`src/rtl/hyperbus_burst_ctrl.sv`:
```
`default_nettype none
// ============================================================================
//  Module      : hyperbus_burst_ctrl
//  Description : HyperBus primary controller running linear bursts of
//                1..MAX_BURST words over a DDR PHY, 2*WIDTH bits per clk.
//  Revision    : 1.0 - initial release
// ============================================================================
module hyperbus_burst_ctrl #(
    parameter  int WIDTH         = 8,
    parameter  int NUM_CS        = 2,
    parameter  int TACC_COUNT    = 6,
    parameter  int RESET_COUNT   = 2,
    parameter  int MAX_BURST     = 16,
    parameter  int TIMEOUT_COUNT = 64,
    parameter  int CSHI_COUNT    = 2,
    localparam int CS_W          = (NUM_CS > 1) ? $clog2(NUM_CS) : 1,
    localparam int LEN_W         = $clog2(MAX_BURST + 1)
) (
    input  logic               clk,
    input  logic               rst,
    input  logic               cmd_valid,
    output logic               cmd_ready,
    input  logic               cmd_we,
    input  logic               cmd_reg,
    input  logic [CS_W-1:0]    cmd_cs,
    input  logic [31:0]        cmd_adr,
    input  logic [LEN_W-1:0]   cmd_len,
    input  logic [2*WIDTH-1:0] wr_data,
    input  logic [1:0]         wr_mask,
    input  logic               wr_valid,
    output logic               wr_ready,
    output logic [2*WIDTH-1:0] rd_data,
    output logic               rd_valid,
    output logic               done,
    output logic               error,
    output logic [2*WIDTH-1:0] phy_dq_o,
    input  logic [2*WIDTH-1:0] phy_dq_i,
    output logic               phy_dq_oe,
    output logic [1:0]         phy_rwds_o,
    input  logic [1:0]         phy_rwds_i,
    output logic               phy_rwds_oe,
    output logic               phy_clk_en,
    output logic               hbus_rstn,
    output logic [NUM_CS-1:0]  hbus_csn
);

    localparam int CNT_W = 16;

    localparam logic [2:0] S_RESET = 3'd0;
    localparam logic [2:0] S_IDLE  = 3'd1;
    localparam logic [2:0] S_CMD   = 3'd2;
    localparam logic [2:0] S_LAT   = 3'd3;
    localparam logic [2:0] S_WRITE = 3'd4;
    localparam logic [2:0] S_READ  = 3'd5;
    localparam logic [2:0] S_CSHI  = 3'd6;

    localparam logic [CNT_W-1:0] c_reset_last = CNT_W'(RESET_COUNT);
    localparam logic [CNT_W-1:0] c_cmd_last   = CNT_W'(2);
    localparam logic [CNT_W-1:0] c_lat1_last  = CNT_W'(TACC_COUNT - 1);
    localparam logic [CNT_W-1:0] c_lat2_last  = CNT_W'(2 * TACC_COUNT - 1);
    localparam logic [CNT_W-1:0] c_tmo_last   = CNT_W'(TIMEOUT_COUNT - 1);
    localparam logic [CNT_W-1:0] c_cshi_last  = CNT_W'(CSHI_COUNT - 1);
    localparam logic [CNT_W-1:0] c_cnt_one    = CNT_W'(1);
    localparam logic [LEN_W-1:0] c_len_one    = LEN_W'(1);
    localparam logic [LEN_W-1:0] c_len_max    = LEN_W'(MAX_BURST);
    localparam logic [CS_W:0]    c_num_cs     = (CS_W + 1)'(NUM_CS);

    logic [2:0]       r_state, w_state_nxt;
    logic [CNT_W-1:0] r_cnt, w_cnt_nxt;
    logic [LEN_W-1:0] r_words, w_words_nxt;
    logic             r_lat2x, w_lat2x_nxt;
    logic             r_done, w_done_nxt;
    logic             r_err, w_err_nxt;
    logic             r_we, r_reg;
    logic [CS_W-1:0]  r_cs;
    logic [31:0]      r_adr;
    logic [LEN_W-1:0] r_len;
    logic [2*WIDTH-1:0] r_rd_data;
    logic             r_rd_valid;

    logic             w_accept;
    logic             w_bad_cs;
    logic             w_reg_wr;
    logic             w_last_word;
    logic             w_strobe;
    logic             w_bus_active;
    logic [LEN_W-1:0] w_len_eff;
    logic [47:0]      w_ca;
    logic [15:0]      w_ca_word;

    assign w_bad_cs     = ({1'b0, cmd_cs} >= c_num_cs);
    assign w_reg_wr     = r_reg & r_we;
    assign w_last_word  = (r_words == (r_len - c_len_one));
    assign w_strobe     = (r_state == S_READ) && (phy_rwds_i == 2'b01);
    assign w_bus_active = (r_state == S_CMD) || (r_state == S_LAT) ||
                          (r_state == S_WRITE) || (r_state == S_READ);
    assign w_ca         = {~r_we, r_reg, 1'b1, r_adr[31:3], 13'd0, r_adr[2:0]};

    always_comb begin
        w_len_eff = cmd_len;
        if (cmd_reg && cmd_we) begin
            w_len_eff = c_len_one;
        end else if (cmd_len == '0) begin
            w_len_eff = c_len_one;
        end else if (cmd_len > c_len_max) begin
            w_len_eff = c_len_max;
        end
    end

    always_comb begin
        case (r_cnt[1:0])
            2'd0:    w_ca_word = w_ca[47:32];
            2'd1:    w_ca_word = w_ca[31:16];
            default: w_ca_word = w_ca[15:0];
        endcase
    end

    always_ff @(posedge clk) begin
        if (rst) begin
            r_state    <= S_RESET;
            r_cnt      <= '0;
            r_words    <= '0;
            r_lat2x    <= 1'b0;
            r_done     <= 1'b0;
            r_err      <= 1'b0;
            r_rd_data  <= '0;
            r_rd_valid <= 1'b0;
            r_we       <= 1'b0;
            r_reg      <= 1'b0;
            r_cs       <= '0;
            r_adr      <= '0;
            r_len      <= '0;
        end else begin
            r_state    <= w_state_nxt;
            r_cnt      <= w_cnt_nxt;
            r_words    <= w_words_nxt;
            r_lat2x    <= w_lat2x_nxt;
            r_done     <= w_done_nxt;
            r_err      <= w_err_nxt;
            r_rd_valid <= w_strobe;
            if (w_strobe) begin
                r_rd_data <= phy_dq_i;
            end
            if (w_accept) begin
                r_we  <= cmd_we;
                r_reg <= cmd_reg;
                r_cs  <= cmd_cs;
                r_adr <= cmd_adr;
                r_len <= w_len_eff;
            end
        end
    end

    always_comb begin
        w_state_nxt = r_state;
        w_cnt_nxt   = r_cnt + c_cnt_one;
        w_words_nxt = r_words;
        w_lat2x_nxt = r_lat2x;
        w_done_nxt  = 1'b0;
        w_err_nxt   = 1'b0;
        w_accept    = 1'b0;
        case (r_state)
            S_RESET: begin
                if (r_cnt == c_reset_last) begin
                    w_state_nxt = S_IDLE;
                    w_cnt_nxt   = '0;
                end
            end
            S_IDLE: begin
                w_cnt_nxt = '0;
                if (cmd_valid) begin
                    w_accept    = 1'b1;
                    w_words_nxt = '0;
                    w_lat2x_nxt = 1'b0;
                    if (w_bad_cs) begin
                        w_state_nxt = S_CSHI;
                        w_done_nxt  = 1'b1;
                        w_err_nxt   = 1'b1;
                    end else begin
                        w_state_nxt = S_CMD;
                    end
                end
            end
            S_CMD: begin
                // Device asks for doubled latency by driving RWDS high during CA
                if (phy_rwds_i == 2'b11) begin
                    w_lat2x_nxt = 1'b1;
                end
                if (r_cnt == c_cmd_last) begin
                    w_cnt_nxt   = '0;
                    w_state_nxt = w_reg_wr ? S_WRITE : S_LAT;
                end
            end
            S_LAT: begin
                if (r_cnt == (r_lat2x ? c_lat2_last : c_lat1_last)) begin
                    w_cnt_nxt   = '0;
                    w_state_nxt = r_we ? S_WRITE : S_READ;
                end
            end
            S_WRITE: begin
                w_cnt_nxt = '0;
                if (wr_valid) begin
                    w_words_nxt = r_words + c_len_one;
                    if (w_last_word) begin
                        w_state_nxt = S_CSHI;
                        w_done_nxt  = 1'b1;
                    end
                end
            end
            S_READ: begin
                if (w_strobe) begin
                    w_cnt_nxt   = '0;
                    w_words_nxt = r_words + c_len_one;
                    if (w_last_word) begin
                        w_state_nxt = S_CSHI;
                        w_done_nxt  = 1'b1;
                    end
                end else if (r_cnt == c_tmo_last) begin
                    w_cnt_nxt   = '0;
                    w_state_nxt = S_CSHI;
                    w_done_nxt  = 1'b1;
                    w_err_nxt   = 1'b1;
                end
            end
            S_CSHI: begin
                if (r_cnt == c_cshi_last) begin
                    w_cnt_nxt   = '0;
                    w_state_nxt = S_IDLE;
                end
            end
            default: begin
                w_state_nxt = S_RESET;
                w_cnt_nxt   = '0;
            end
        endcase
    end

    always_comb begin
        cmd_ready   = (r_state == S_IDLE);
        wr_ready    = (r_state == S_WRITE) && wr_valid;
        phy_dq_oe   = (r_state == S_CMD) || (r_state == S_WRITE);
        phy_rwds_oe = (r_state == S_WRITE) && !w_reg_wr;
        phy_rwds_o  = 2'b00;
        phy_dq_o    = '0;
        phy_clk_en  = (r_state == S_CMD) || (r_state == S_LAT) || (r_state == S_READ);
        hbus_rstn   = (r_state != S_RESET);
        if (r_state == S_CMD) begin
            phy_dq_o = (2*WIDTH)'(w_ca_word);
        end
        if (r_state == S_WRITE) begin
            phy_dq_o   = wr_data;
            phy_clk_en = wr_valid;
            if (!w_reg_wr) begin
                phy_rwds_o = wr_mask;
            end
        end
    end

    assign rd_data  = r_rd_data;
    assign rd_valid = r_rd_valid;
    assign done     = r_done;
    assign error    = r_err;

    generate
        for (genvar i = 0; i < NUM_CS; i++) begin : g_csn
            assign hbus_csn[i] = ~(w_bus_active && (r_cs == CS_W'(i)));
        end
    endgenerate

endmodule
`default_nettype wire
```
`config.mk`:
```
export PLATFORM = sky130hd
export DESIGN_NAME = hyperbus_burst_ctrl
export DESIGN_NICKNAME = d
export VERILOG_FILES = /design/src/rtl/hyperbus_burst_ctrl.sv
export SDC_FILE = /design/constraint.sdc
export NUM_CORES = 1
export LEC_CHECK = 0
export ABC_AREA = 1
export BUFFER_PORTS_ARGS = -buffer_cell sky130_fd_sc_hd__buf_2
export CAP_MARGIN = 20
export CORE_ASPECT_RATIO = 0.75
export CORE_MARGIN = 4
export CORE_UTILIZATION = 45
export CTS_CLUSTER_SIZE = 40
export DETAILED_ROUTE_END_ITERATION = 16
export HOLD_SLACK_MARGIN = 0.02
export PLACE_DENSITY_LB_ADDON = 0.25
export SLEW_MARGIN = 20
export SYNTH_ARGS = -nofsm -noshare
export SYNTH_HDL_FRONTEND = slang
export SYNTH_SLANG_ARGS = --single-unit
```
`constraint.sdc`:
```
create_clock -name clk -period 2.1 [get_ports clk]
set_clock_uncertainty 0.2 [all_clocks]
set_input_delay 0.42 -clock clk [delete_from_list [all_inputs] [get_ports clk]]
set_output_delay 0.42 -clock clk [all_outputs]
set_load 0.005 [all_outputs]
```
==> flow_summary.ini <==
[outcome]
status = finished, violations left
violations = negative setup slack

[sta]
setup_violations = 19
max_slew_margin = 0.6491
setup_ws_ns = -0.1347
fin_crit_ns = 2.235
max_freq_mhz = 447.5
hold_viol_final = 0
fin_crit_sh = 1.064
drv_slew = 0
timing.hold.ws_ns = 0.06480
rsz0062_at_grt = yes
worstMarginPinSlew_ns = 0.5264

[cts]
clkLatencyLatePin_ns = 0.34
cts.sinks = 84
cts_max_level = 3
clk_pin_slew_worst_paths_ns = 0.06
cts_inserted_buffers = 9
cts.path.max_buffers = 2
cts_tree = done
clockRootBuffer = clkbuf_16
postCtsHoldBufs = 0

[synth]
post_synth_inst_count = 588
synth.largest_area_cell = dfxtp_1
syn_nets = 676
synth_top_area_share = 0.4096
yosys_warnings = 0
synth_seq_cells = 84
netlist_area_sq_um = 4105
synth.distinct_cells = 29
seq_area_frac_synth = 0.4096
syn_avg_cell_area_sq_um = 6.982
netlist_top_cells_area = dfxtp_1, nor2_1, nand2_1

[job]
drv_cap = 0

[finish]
antennaDiodeCount = 0
final_cells = 847
largest_reg_flops = 32
top_register = r_adr
nets = 823
drive_above_1_share = 0.3153
syn_to_final_growth_pct = 38.07

[grt]
grt_pass1_wl_microns = 19890
grt_pass1_vias = 4274
globalRouteOverflowTotal = 0
grt_max_degree = 59
grt.total_usage = 0.2246
antenna_found_initial = 0

[placement]
dp_hpwl_microns = 8646
dp_cells = 814
place.gp.congestion = 0.8471
dp_worst_setup_slack_ns = 0.07407
port-buffer-count = 124

[die]
coreArea_sq_um = 8672
die_w_microns = 118.3
die_y_microns = 90.72
rows = 29
boundaryPins = 125
start_util = 0.4734
dieArea_sq_um = 10730

[power_and_ir_drop]
total_power_uw = 5459
combPwrFrac = 0.352
internal-power_uw = 3596
p_switching_uw = 1863
clock_power_share = 0.291
p_leak_uw = 0.002800
switching_share = 0.3413
ir_worst_vdd_v = 0.0005680
seqPwrFrac = 0.356
pwr_density_cell_nw_per_um2 = 963.2

[routing]
viasPerCell = 5.309
drcViolationCount = 0
vias = 4497
route.detailed.wl_per_inst_microns = 15.20
wl_microns = 12870
drt_iter0_markers = 240
firstDrtPassIters = 7
drt.antenna.violating_nets = 0

[hold_path]
hold_end = rd_data[12]
hp-class = primary input to flip-flop
whs_path_depth = 3
hold_path.startpoint = phy_dq_i[12]

[setup_path]
worstPathRequired_ns = 1.48
crit_arrival_ns = 1.61
r2r_cells = 11
timing.rr.end = r_cnt[12]
r2r_start = r_cnt[0]
r2r_slack_ns = 0.11
start_kind = flip-flop
endpoint_kind = primary output
cp_max_fo = 8
critPathKind = flip-flop to primary output
==> power groups by stage <==
stage,clock network (uW),registers [uW],logic [uW]
final,1590,1950,1920
after global routing,1690,1960,2110
after CTS,1610,1920,1530
after detailed placement,0,1930,1420
after global placement,0,1930,1390
after floorplan,0,1890,893
==> logic make-up after synthesis <==
| group | Yosys count | synth area share |
|---|---|---|
| and+or+nand+nor | 317 | 0.3356 |
| AOI/OAI and AO/OA | 95 | 0.1436 |
| DFF | 84 | 0.4096 |
| buffers and inverters | 78 | 0.07406 |
| adders and majority gates | 8 | 0.02438 |
| xor gates and xnor gates | 6 | 0.01280 |
==> cell usage after synthesis <==
cell	number
nor2_1	121
nand2_1	113
dfxtp_1	84
o21ai_0	55
inv_1	50
nand3_1	49
a22o_1	26
clkbuf_1	15
nor3_1	13
a21oi_1	10
buf_2	8
ha_1	8
nand4_1	5
nor3b_1	5
xor2_1	5
inv_2	4
nor2_4	3
nor3_4	2
nor4_1	2
a211oi_1	1
clkbuf_2	1
nand3_2	1
nand3_4	1
nand3b_1	1
o2111ai_1	1
o21bai_2	1
o32ai_1	1
or2_2	1
xnor2_1	1
==> critical path: stages, from the launching register on <==
cell and delay [ns]:
dfxtp_4 0.41, inv_6 0.05, nor3_4 0.24, buf_6 0.17
buf_8 0.13, a22o_1 0.15, buf_2 0.11
==> worst max path at each step <==
stage,startpoint,endpoint,cells past startpoint
floorplan,r_cnt[0],phy_dq_o[10],6
global placement,r_cnt[1],r_state[1],10
detailed placement,r_cnt[1],phy_dq_o[9],6
CTS,r_cnt[1],phy_dq_o[4],6
global route,r_state[2],phy_dq_o[4],6
finish,r_state[2],phy_dq_o[12],6
==> layout make-up <==
type | count | area (sq um)
fill | 724 | 3004
multi-input combinational | 426 | 2321
sequential | 84 | 1695
timing repair buffer | 160 | 994.7
clock buffer | 10 | 239.0
inverter | 54 | 220.2
tap | 108 | 135.1
clock inverter | 5 | 62.56
==> stage by stage <==
stage | cell area (sq um) | TNS [ns] | util
floorplan | 4105 | 0 | -
global placement | 4932 | 0 | 0.5687
detailed placement | 4932 | 0 | 0.5687
CTS | 5399 | -1.210 | 0.6226
global route | 5668 | -2.397 | 0.6536
finish | 5668 | -1.550 | 0.6536
==> metal layers <==
metal  routed length [microns]  share of wire  vias to the layer above  GRT usage
met5                         0              0                        -          0
met4                       278          0.022                        0    0.07122
met3                       837          0.065                       32    0.06199
met2                      6161           0.48                      153     0.3728
met1                      5594           0.43                     2097     0.2832
li1                          -              -                     2215          -
==> placed cells by master (no fill, tap or decap), drive strengths merged, types with 8 or more instances in the layout <==
| master | n |
|---|---|
| nand2 | 113 |
| clkbuf | 12 |
| buf | 158 |
| nor2 | 124 |
| o21ai | 55 |
| nor3 | 15 |
| dfxtp | 84 |
| a21oi | 10 |
| a22o | 26 |
| inv | 54 |
| nand3 | 51 |
| ha | 8 |
==> repair_timing <==
action | in CTS | in global routing
endpoints found under the hold margin | 0 | 0
setup endpoints to repair | 23 | 38
setup buffers | 8 | 9
cloned | 1 | 2
pin swaps | 6 | 25
resized for setup | 37 | 39
Note: power is estimated with default switching activity, not from simulation.
